==> config.mk <==
export PLATFORM = sky130hd
export DESIGN_NAME = ssd_scan_decoder
export DESIGN_NICKNAME = d
export VERILOG_FILES = /design/src/rtl/ssd_pkg.sv /design/src/rtl/ssd_pattern_decode.sv /design/src/rtl/ssd_scan_decoder.sv
export SDC_FILE = /design/constraint.sdc
export NUM_CORES = 1
export LEC_CHECK = 0
export ABC_AREA = 1
export BUFFER_PORTS_ARGS = -buffer_cell sky130_fd_sc_hd__buf_2
export CORE_MARGIN = 1
export CORE_UTILIZATION = 52
export CTS_BUF_LIST = sky130_fd_sc_hd__clkbuf_4
export CTS_CLUSTER_DIAMETER = 150
export DETAILED_ROUTE_END_ITERATION = 16
export GPL_TIMING_DRIVEN = 1
export PLACE_DENSITY = 0.79
export SYNTH_ARGS = -nofsm -noshare
export SYNTH_HDL_FRONTEND = slang
export SYNTH_SLANG_ARGS = --single-unit
==> constraint.sdc <==
create_clock -name clk -period 4.9 [get_ports clk]
set_clock_uncertainty 0.1 [all_clocks]
set_input_delay 0 -clock clk [delete_from_list [all_inputs] [get_ports clk]]
set_output_delay 0 -clock clk [all_outputs]
set_load 0.01 [all_outputs]
==> src/rtl/ssd_pkg.sv <==
// ---------------------------------------------------------------------------
// ssd_pkg
// Shared definitions for the seven-segment display reader path.
//   SEG_0..SEG_9, SEG_DASH : 7-bit {a,b,c,d,e,f,g} patterns, 0 = segment lit
//   DASH_CODE              : code reported for the dash glyph
//   ST_* / scan_state_t    : scan decoder FSM states
// ---------------------------------------------------------------------------
package ssd_pkg;

    localparam logic [6:0] SEG_0    = 7'b0000001;
    localparam logic [6:0] SEG_1    = 7'b1001111;
    localparam logic [6:0] SEG_2    = 7'b0010010;
    localparam logic [6:0] SEG_3    = 7'b0000110;
    localparam logic [6:0] SEG_4    = 7'b1001100;
    localparam logic [6:0] SEG_5    = 7'b0100100;
    localparam logic [6:0] SEG_6    = 7'b0100000;
    localparam logic [6:0] SEG_7    = 7'b0001111;
    localparam logic [6:0] SEG_8    = 7'b0000000;
    localparam logic [6:0] SEG_9    = 7'b0000100;
    localparam logic [6:0] SEG_DASH = 7'b1111110;

    localparam logic [3:0] DASH_CODE = 4'hF;

    // Fixed encodings so older tooling that only knows the raw values
    // still lines up with the enum.
    localparam logic [1:0] ST_BLANK  = 2'd0;
    localparam logic [1:0] ST_SETTLE = 2'd1;
    localparam logic [1:0] ST_HELD   = 2'd2;

    typedef enum logic [1:0] {
        BLANK  = ST_BLANK,
        SETTLE = ST_SETTLE,
        HELD   = ST_HELD
    } scan_state_t;

endpackage

==> src/rtl/ssd_pattern_decode.sv <==
// ---------------------------------------------------------------------------
// ssd_pattern_decode
// Combinational seven-segment pattern to BCD decoder.
//   pattern : in  7  {a..g}, active-low
//   code    : out 4  0..9, or DASH_CODE for the dash glyph; 0 when illegal
//   legal   : out 1  1 = pattern is one of the eleven known glyphs
// ---------------------------------------------------------------------------
module ssd_pattern_decode
    import ssd_pkg::*;
(
    input  logic [6:0] pattern,
    output logic [3:0] code,
    output logic       legal
);

    always_comb begin
        code  = 4'h0;
        legal = 1'b1;
        case (pattern)
            SEG_0:    code = 4'd0;
            SEG_1:    code = 4'd1;
            SEG_2:    code = 4'd2;
            SEG_3:    code = 4'd3;
            SEG_4:    code = 4'd4;
            SEG_5:    code = 4'd5;
            SEG_6:    code = 4'd6;
            SEG_7:    code = 4'd7;
            SEG_8:    code = 4'd8;
            SEG_9:    code = 4'd9;
            SEG_DASH: code = DASH_CODE;
            default:  legal = 1'b0;
        endcase
    end

endmodule

==> src/rtl/ssd_scan_decoder.sv <==
// ---------------------------------------------------------------------------
// ssd_scan_decoder
// Monitors a multiplexed seven-segment bus and recovers the value shown on
// each digit position.
//   clk         : in  1            system clock
//   rst         : in  1            asynchronous active-high reset
//   anode       : in  NUM_DIGITS   digit enables, active-low
//   cathode     : in  8            {a,b,c,d,e,f,g,dp}, active-low
//   err_clr     : in  1            clears err_sticky
//   digits      : out 4*NUM_DIGITS decoded code per position
//   dp_flags    : out NUM_DIGITS   decimal point lit at last capture
//   digit_valid : out NUM_DIGITS   position holds a fresh legal decode
//   update      : out 1            pulse on every capture
//   frame_done  : out 1            pulse once every position was captured
//   err_sticky  : out 1            illegal pattern or illegal anode seen
// ---------------------------------------------------------------------------
module ssd_scan_decoder
    import ssd_pkg::*;
#(
    parameter int NUM_DIGITS     = 4,
    parameter int STABLE_CYCLES  = 16,
    parameter int TIMEOUT_CYCLES = 1048576
) (
    input  logic                    clk,
    input  logic                    rst,
    input  logic [NUM_DIGITS-1:0]   anode,
    input  logic [7:0]              cathode,
    input  logic                    err_clr,
    output logic [4*NUM_DIGITS-1:0] digits,
    output logic [NUM_DIGITS-1:0]   dp_flags,
    output logic [NUM_DIGITS-1:0]   digit_valid,
    output logic                    update,
    output logic                    frame_done,
    output logic                    err_sticky
);

    localparam int CNT_W  = $clog2(STABLE_CYCLES);
    localparam int TO_W   = $clog2(TIMEOUT_CYCLES + 1);
    localparam int IDX_W  = (NUM_DIGITS > 1) ? $clog2(NUM_DIGITS) : 1;
    localparam int LCNT_W = $clog2(NUM_DIGITS + 1);

    localparam logic [CNT_W-1:0] CNT_LAST = CNT_W'(STABLE_CYCLES - 1);
    localparam logic [TO_W-1:0]  TO_MAX   = TO_W'(TIMEOUT_CYCLES);
    localparam logic [TO_W-1:0]  TO_LAST  = TO_W'(TIMEOUT_CYCLES - 1);

    // ---------------- input synchronizer + previous-sample register --------
    logic [NUM_DIGITS-1:0] anode_meta_reg, anode_sample_reg, anode_prev_reg;
    logic [7:0]            cathode_meta_reg, cathode_sample_reg, cathode_prev_reg;

    always_ff @(posedge clk or posedge rst) begin
        if (rst) begin
            anode_meta_reg     <= '1;
            anode_sample_reg   <= '1;
            anode_prev_reg     <= '1;
            cathode_meta_reg   <= '1;
            cathode_sample_reg <= '1;
            cathode_prev_reg   <= '1;
        end else begin
            anode_meta_reg     <= anode;
            anode_sample_reg   <= anode_meta_reg;
            anode_prev_reg     <= anode_sample_reg;
            cathode_meta_reg   <= cathode;
            cathode_sample_reg <= cathode_meta_reg;
            cathode_prev_reg   <= cathode_sample_reg;
        end
    end

    // ---------------- anode classification --------------------------------
    logic [LCNT_W-1:0] low_count;
    logic [IDX_W-1:0]  low_index;
    logic              one_low;
    logic              multi_low;
    logic              changed;

    always_comb begin
        low_count = '0;
        low_index = '0;
        for (int i = 0; i < NUM_DIGITS; i++) begin
            if (!anode_sample_reg[i]) begin
                low_count = low_count + LCNT_W'(1);
                low_index = IDX_W'(i);
            end
        end
    end

    assign one_low   = (low_count == LCNT_W'(1));
    assign multi_low = (low_count > LCNT_W'(1));
    assign changed   = (anode_sample_reg != anode_prev_reg) ||
                       (cathode_sample_reg != cathode_prev_reg);

    // ---------------- pattern decode --------------------------------------
    logic [3:0] dec_code;
    logic       dec_legal;

    ssd_pattern_decode u_decode (
        .pattern (cathode_sample_reg[7:1]),
        .code    (dec_code),
        .legal   (dec_legal)
    );

    // ---------------- settle FSM ------------------------------------------
    scan_state_t      state_reg, state_next;
    logic [CNT_W-1:0] stab_cnt_reg, stab_cnt_next;
    logic             capture;

    always_comb begin
        state_next    = state_reg;
        stab_cnt_next = stab_cnt_reg;
        capture       = 1'b0;
        if (!one_low) begin
            // Blank and multi-low anodes both park the FSM in BLANK.
            state_next    = BLANK;
            stab_cnt_next = '0;
        end else if (changed || state_reg == BLANK) begin
            state_next    = SETTLE;
            stab_cnt_next = '0;
        end else if (state_reg == SETTLE) begin
            if (stab_cnt_reg == CNT_LAST) begin
                capture    = 1'b1;
                state_next = HELD;
            end else begin
                stab_cnt_next = stab_cnt_reg + 1'b1;
            end
        end
    end

    always_ff @(posedge clk or posedge rst) begin
        if (rst) begin
            state_reg    <= BLANK;
            stab_cnt_reg <= '0;
        end else begin
            state_reg    <= state_next;
            stab_cnt_reg <= stab_cnt_next;
        end
    end

    // ---------------- per-position storage and timeout --------------------
    logic [NUM_DIGITS-1:0] cap_mask;

    genvar gi;
    generate
        for (gi = 0; gi < NUM_DIGITS; gi++) begin : g_pos
            logic [3:0]      digit_reg;
            logic            dp_reg;
            logic            valid_reg;
            logic [TO_W-1:0] age_reg;

            assign cap_mask[gi] = capture && (low_index == IDX_W'(gi));

            always_ff @(posedge clk or posedge rst) begin
                if (rst) begin
                    digit_reg <= '0;
                    dp_reg    <= 1'b0;
                    valid_reg <= 1'b0;
                    age_reg   <= '0;
                end else if (cap_mask[gi] && dec_legal) begin
                    // A legal capture wins over a timeout landing this cycle.
                    digit_reg <= dec_code;
                    dp_reg    <= ~cathode_sample_reg[0];
                    valid_reg <= 1'b1;
                    age_reg   <= '0;
                end else begin
                    if (age_reg != TO_MAX) begin
                        age_reg <= age_reg + 1'b1;
                    end
                    // Clear on the cycle the age reaches TIMEOUT_CYCLES.
                    if (cap_mask[gi] || age_reg >= TO_LAST) begin
                        valid_reg <= 1'b0;
                    end
                end
            end

            assign digits[4*gi +: 4] = digit_reg;
            assign dp_flags[gi]      = dp_reg;
            assign digit_valid[gi]   = valid_reg;
        end
    endgenerate

    // ---------------- status pulses and sticky error ----------------------
    logic [NUM_DIGITS-1:0] seen_reg;
    logic                  err_set;

    assign err_set = multi_low || (capture && !dec_legal);

    always_ff @(posedge clk or posedge rst) begin
        if (rst) begin
            seen_reg   <= '0;
            update     <= 1'b0;
            frame_done <= 1'b0;
            err_sticky <= 1'b0;
        end else begin
            update <= capture;
            if (&seen_reg) begin
                // Restart the frame immediately; a capture here counts
                // towards the next one.
                frame_done <= 1'b1;
                seen_reg   <= cap_mask;
            end else begin
                frame_done <= 1'b0;
                seen_reg   <= seen_reg | cap_mask;
            end
            if (err_set) begin
                err_sticky <= 1'b1;
            end else if (err_clr) begin
                err_sticky <= 1'b0;
            end
        end
    end

endmodule

==> out/qor.yml, run 1 <==
global_routing:
  grt_max_degree: 111
  grt_pass1_wl_mm: 28.3
  grt_use_total_pct: 22.0
  gr-total-overflow: 0
  antenna_found_initial: 1
  grt_pass1_vias: 6130
placed_design:
  place_ws_ns: 1.77
  port_buffers: 41
  dpl-instance-area_sq_mm: 0.00849
  gp_congestion: 0.897
  dpl.hpwl_mm: 11.5
  placedCellCount: 1234
sta:
  fin_setup_tns_ns: 0
  period_share_pct: 64.5
  finalCriticalPeriod_ns: 3.16
  fmax_ghz: 0.316
  rsz0062_at_grt: "false"
  slew_viol_final: 0
  fin_ws_ns: 1.74
  tightestPinTransition_ns: 0.948
  setup_viol: 0
  slew_headroom_pct: 36.8
  hold_viol_final: 0
clock_tree:
  postCtsSetupBuffers: 0
  clockRootBuffer: "clkbuf_4"
  worstSkewPairLatency_ns: 0.56
  clk_pin_slew_ns: 0.14
  cts_sinks: 157
  tritoncts: "built"
  hold_buffers: 26
  htreeDepth: 4
  clockBufferDepth: 2
  cts_buffers: 17
  cts_resized: 0
yosys:
  postSynthCellCount: 1000
  synth.distinct_cells: 37
  syn-num-nets: 1027
  async_reset_ff_share_pct: 100
  syn_area_sq_mm: 0.00817
  ys_seq_elements: 157
  avgSynthCellArea_sq_um: 8.17
  synth_edf_count: 0
  seq_area_frac_synth_pct: 48.6
  yosysWarnings: 0
  synth-main-ff-cell: "dfrtp_1"
job:
  cap_violations: 0
critical_path:
  critical_path_class: "reg -> reg"
  r2r_slack_ns: 1.74
  start_kind: "register"
  r2r_start: "anode_sample_reg[1]"
  cp-end-kind: "register"
  worstReg2RegEnd: "g_pos[2].age_reg[17]"
  crit_path_end: "g_pos[2].age_reg[17]"
  worst-endpoint-required_ns: 5.27
  crit_start: "anode_sample_reg[1]"
  r2r_cells: 16
  cp_max_fo: 24
  cp_data_arrival_time_ns: 3.53
power:
  p_leak_nw: 4.69
  ir_drop_v: 0.000304
  finalPower_mw: 2.29
  p_per_area_mw_per_mm2: 253
cells_and_area:
  nNetsFinal: 1095
  instances_no_fill: 1294
  fin_area_sq_mm: 0.00906
  final_common_cell: "nand2_1"
  largest_register_ffs: 84
  area_growth_pct: 10.9
  final_cell_mix: "nand2_1, nor2_1, inv_1"
  layout-drive-gt1-share_pct: 14.4
floorplan:
  dieHeight_um: 127
  num_rows: 45
  start_util_pct: 53.6
  die_x_um: 127
  core_area_sq_mm: 0.0153
  ios: 42
  die-area_sq_mm: 0.0162
routing:
  ant_nets: 0
  wl_per_cell_um: 12.4
  wl_mm: 16.1
  drtIter0Drc: 445
  firstDrtPassIters: 6
  drc: 0
  via_count: 6422
  viasPerCell: 4.96
hold_path:
  min_path_type: "in -> async"
run_status:
  status: "finished, final reports clean"
metrics by stage:
| stage | hold slack (ns) | util (%) |
|---|---|---|
| 3_5_place_dp | 0.00614 | 55.6 |
| 5_1_grt | 0.143 | 59.4 |
| 2_1_floorplan | -0.0955 | - |
| 6_report | 0.0813 | 59.4 |
| 3_3_place_gp | 0.00428 | 55.6 |
| 4_1_cts | 0.0976 | 59.3 |
cells by family (layout without fill, tap and decap cells):
| logic type | Yosys count | in the layout | synth area share [%] |
|---|---|---|---|
| AND/OR/NAND/NOR | 580 | 580 | 32.3 |
| buffers and inverters | 158 | 239 | 8.47 |
| flip-flops | 157 | 157 | 48.6 |
| XOR/XNOR | 67 | 67 | 7.18 |
| AO/OA/AOI/OAI | 26 | 26 | 1.61 |
| adder cells (fa/ha/maj) | 12 | 12 | 1.84 |
| other | 0 | 2 | 0 |
power by group:
group | internal (mW) | switching (mW)
registers | 1.33 | 0.0142
logic | 0.0407 | 0.0791
clock network | 0.330 | 0.502
total | 1.70 | 0.595
worst min-delay path by stage:
stage	to	depth (start not counted)	slack, ns
global placement	anode_meta_reg[3]	1	0.004
detailed placement	cathode_meta_reg[0]	1	0.006
finish	g_pos[0].age_reg[4]	3	0.08
floorplan	anode_meta_reg[0]	0	-0.1
CTS	g_pos[0].valid_reg	3	0.1
global route	g_pos[0].age_reg[4]	3	0.14
synthesized netlist by cell type (all sizes together), types with 3 or more instances:
library cell / n / area (sq um)
ha: 12 / 150
nand3: 58 / 353
nand2: 253 / 955
inv: 138 / 523
a21oi: 4 / 20.0
nor2: 178 / 763
dfstp: 36 / 946
xor2: 54 / 473
dfrtp: 121 / 3030
nand3b: 3 / 22.5
nor3: 28 / 151
nand4: 47 / 300
o21ai: 21 / 105
buf: 18 / 160
xnor2: 13 / 114
nor4: 7 / 43.8
worst max-delay path: stages (launching register included):
cell and delay (ns):
dfstp_2 0.59, inv_1 0.08, ha_1 0.32, inv_1 0.09, nand2_1 0.05, nand2_1 0.10, inv_2 0.04, ha_1 0.26
or2_1 0.22, nand2_1 0.08, nand2_1 0.08, nor2_2 0.18, nand3_4 0.16, nor2_8 0.30, nand3_2 0.25, nand2_1 0.13
inv_1 0.05
routing by layer:
metal | track usage (%) | up-vias | wire length, um
li1 | - | 3264 | -
met1 | 29.6 | 3011 | 7590
met2 | 36.2 | 133 | 7700
met3 | 4.86 | 14 | 663
met4 | 5.25 | 0 | 158
met5 | 0 | - | 0
area by class of cell:
class | instances | area [sq um]
Sequential cell | 157 | 3970
Multi-Input combinational cell | 685 | 3510
Fill cell | 1367 | 6200
Timing Repair Buffer | 68 | 473
Clock inverter | 14 | 169
Tap cell | 211 | 264
Clock buffer | 18 | 135
Antenna cell | 2 | 5.00
Inverter | 139 | 533
Note: power is estimated with default switching activity, not from simulation.
==> run 2, diff against run 1 <==
==> constraint.sdc (replaced) <==
create_clock -name clk -period 3 [get_ports clk]
set_clock_uncertainty 0.1 [all_clocks]
set_input_delay 0 -clock clk [delete_from_list [all_inputs] [get_ports clk]]
set_output_delay 0 -clock clk [all_outputs]
set_load 0.01 [all_outputs]
==> out/qor.yml, run 2 (synthesis gave the netlist of run 1 again) <==
run_status:
  status: "finished, final reports clean"  # unchanged
critical_path:
  r2r_cells: 16  # unchanged
  cp_max_fo: 7  # was 24
  worst-endpoint-required_ns: 3.38  # was 5.27 ns
  cp-end-kind: "register"  # unchanged
  worstReg2RegEnd: "g_pos[0].digit_reg[3]"  # was g_pos[2].age_reg[17]
  r2r_slack_ns: 0.17  # was 1.74 ns
  crit_start: "anode_sample_reg[0]"  # was anode_sample_reg[1]
  cp_data_arrival_time_ns: 3.21  # was 3.53 ns
  critical_path_class: "reg -> reg"  # unchanged
  crit_path_end: "g_pos[0].digit_reg[3]"  # was g_pos[2].age_reg[17]
  start_kind: "register"  # unchanged
  r2r_start: "anode_sample_reg[0]"  # was anode_sample_reg[1]
sta:
  setup_viol: 0  # unchanged
  hold_viol_final: 0  # unchanged
  tightestPinTransition_ns: 0.714  # was 0.948 ns
  rsz0062_at_grt: "false"  # unchanged
  slew_viol_final: 0  # unchanged
  fmax_ghz: 0.353  # was 0.316 GHz
  period_share_pct: 94.3  # was 64.5%
  slew_headroom_pct: 52.3  # was 36.8%
  fin_setup_tns_ns: 0  # unchanged
  finalCriticalPeriod_ns: 2.83  # was 3.16 ns
floorplan:
  start_util_pct: 53.6  # unchanged
  die_x_um: 127  # unchanged
  num_rows: 45  # unchanged
  core_area_sq_mm: 0.0153  # unchanged
  dieHeight_um: 127  # unchanged
  ios: 42  # unchanged
  die-area_sq_mm: 0.0162  # unchanged
clock_tree:
  clockRootBuffer: "clkbuf_4"  # unchanged
  clockBufferDepth: 2  # unchanged
  cts_sinks: 157  # unchanged
  clk_pin_slew_ns: 0.13  # was 0.14 ns
  htreeDepth: 4  # unchanged
  cts_buffers: 17  # unchanged
  tritoncts: "built"  # unchanged
  worstSkewPairLatency_ns: 0.57  # was 0.56 ns
global_routing:
  grt_pass1_wl_mm: 27.6  # was 28.3 mm
  grt_use_total_pct: 21.6  # was 22.0%
  grt_pass1_vias: 5967  # was 6130
  grt_max_degree: 121  # was 111
  antenna_found_initial: 1  # unchanged
  gr-total-overflow: 0  # unchanged
power:
  p_per_area_mw_per_mm2: 387  # was 253 mW/mm^2
  ir_drop_v: 0.000261  # was 0.000304 V
  p_leak_nw: 4.72  # was 4.69 nW
  finalPower_mw: 3.57  # was 2.29 mW
routing:
  firstDrtPassIters: 6  # unchanged
  wl_per_cell_um: 12.6  # was 12.4 um
  drc: 0  # unchanged
  viasPerCell: 4.92  # was 4.96
  ant_nets: 0  # unchanged
  via_count: 6435  # was 6422
  wl_mm: 16.4  # was 16.1 mm
  drtIter0Drc: 469  # was 445
cells_and_area:
  nNetsFinal: 1110  # was 1095
  multiInputGateArea_sq_mm: 0.00360  # was 0.00351 sq mm
  area_growth_pct: 13.1  # was 10.9%
  final_common_cell: "nand2_1"  # unchanged
  nFillCells: 1279  # was 1367
  largest_register_ffs: 84  # unchanged
  layout-drive-gt1-share_pct: 16.1  # was 14.4%
  final_cell_mix: "nand2_1, nor2_1, inv_1"  # unchanged
  seqCellArea_sq_mm: 0.00397  # unchanged
job:
  cap_violations: 0  # unchanged
placed_design:
  gp_congestion: 0.897  # about the same
  dpl.hpwl_mm: 11.4  # was 11.5 mm
  port_buffers: 41  # unchanged
hold_path:
  min_path_type: "in -> async"  # unchanged
==> run 2: changes by cell type in the layout (fill, tap and decap cells not counted), sizes merged <==
cell,change
clkinv,+7
clkbuf,-1
bufinv,-1
buf,+12
nand3,+2
clkinvlp,+5
nor2,+1
diode,-1
inv,-10
==> run 2: report_power, final <==
part           internal, mW  switching, mW
logic                0.0772          0.139
clock network         0.404          0.766
registers              2.16         0.0225
==> run 2: worst min path at each step <==
stage	slack, ns	to	start	cells after the start
final	0.01	g_pos[1].age_reg[5]	rst	4
after global routing	0.05	g_pos[1].age_reg[2]	rst	4
after CTS	0.008	g_pos[1].age_reg[2]	rst	4
after detailed placement	0.006	anode_meta_reg[0]	anode[0]	1
after global placement	0.005	cathode_meta_reg[7]	cathode[7]	1
after floorplan	-0.1	anode_meta_reg[0]	anode[0]	0
==> run 2: layout make-up <==
class | instances | area share [%]
multi-input combinational | 688 | 39.0
antenna | 1 | 0.0271
inverter | 139 | 5.81
clock inverter | 15 | 1.35
timing repair buffer | 80 | 6.58
tap | 211 | 2.86
sequential | 157 | 43.0
clock buffer | 17 | 1.38
==> run 2: stage by stage <==
step                hold WS, ns  instance area, sq um  utilization [%]  setup WS [ns]  cells
floorplan               -0.0955                  8180                -          0.304   1000
global placement        0.00470                  8580             56.2          0.112   1241
detailed placement      0.00614                  8580             56.2         0.0131   1241
CTS                     0.00755                  9100             59.6        -0.0102   1299
global route             0.0462                  9240             60.6         0.0126   1308
finish                  0.00979                  9240             60.6          0.171   1308
==> run 2: worst max-delay path, stage by stage, from the launching register on <==
cell     delay (ns)
dfstp_2        0.55
inv_1          0.07
ha_4           0.25
inv_1          0.06
nand2_1        0.06
nand2_2        0.08
inv_2          0.04
ha_1           0.25
or2_1          0.23
nand2_2        0.08
nand2_2        0.07
nor2_4         0.14
nand3_4        0.14
nor2_8         0.26
nand3_4        0.17
nand2_2        0.11
nand2_1        0.05
==> run 2: layer usage <==
layer	routed length [um]	track usage, %
met5	0	0
met4	453	9.87
met3	525	4.23
met2	7480	33.8
met1	7960	29.0
==> run 2: timing repair <==
action,CTS,global route
setup buffers,0,5
hold buffers,26,0
gates resized for setup,1,18
setup endpoints to repair,7,107
hold endpoints to repair,170,0
pin swaps,0,5
cloned,0,3
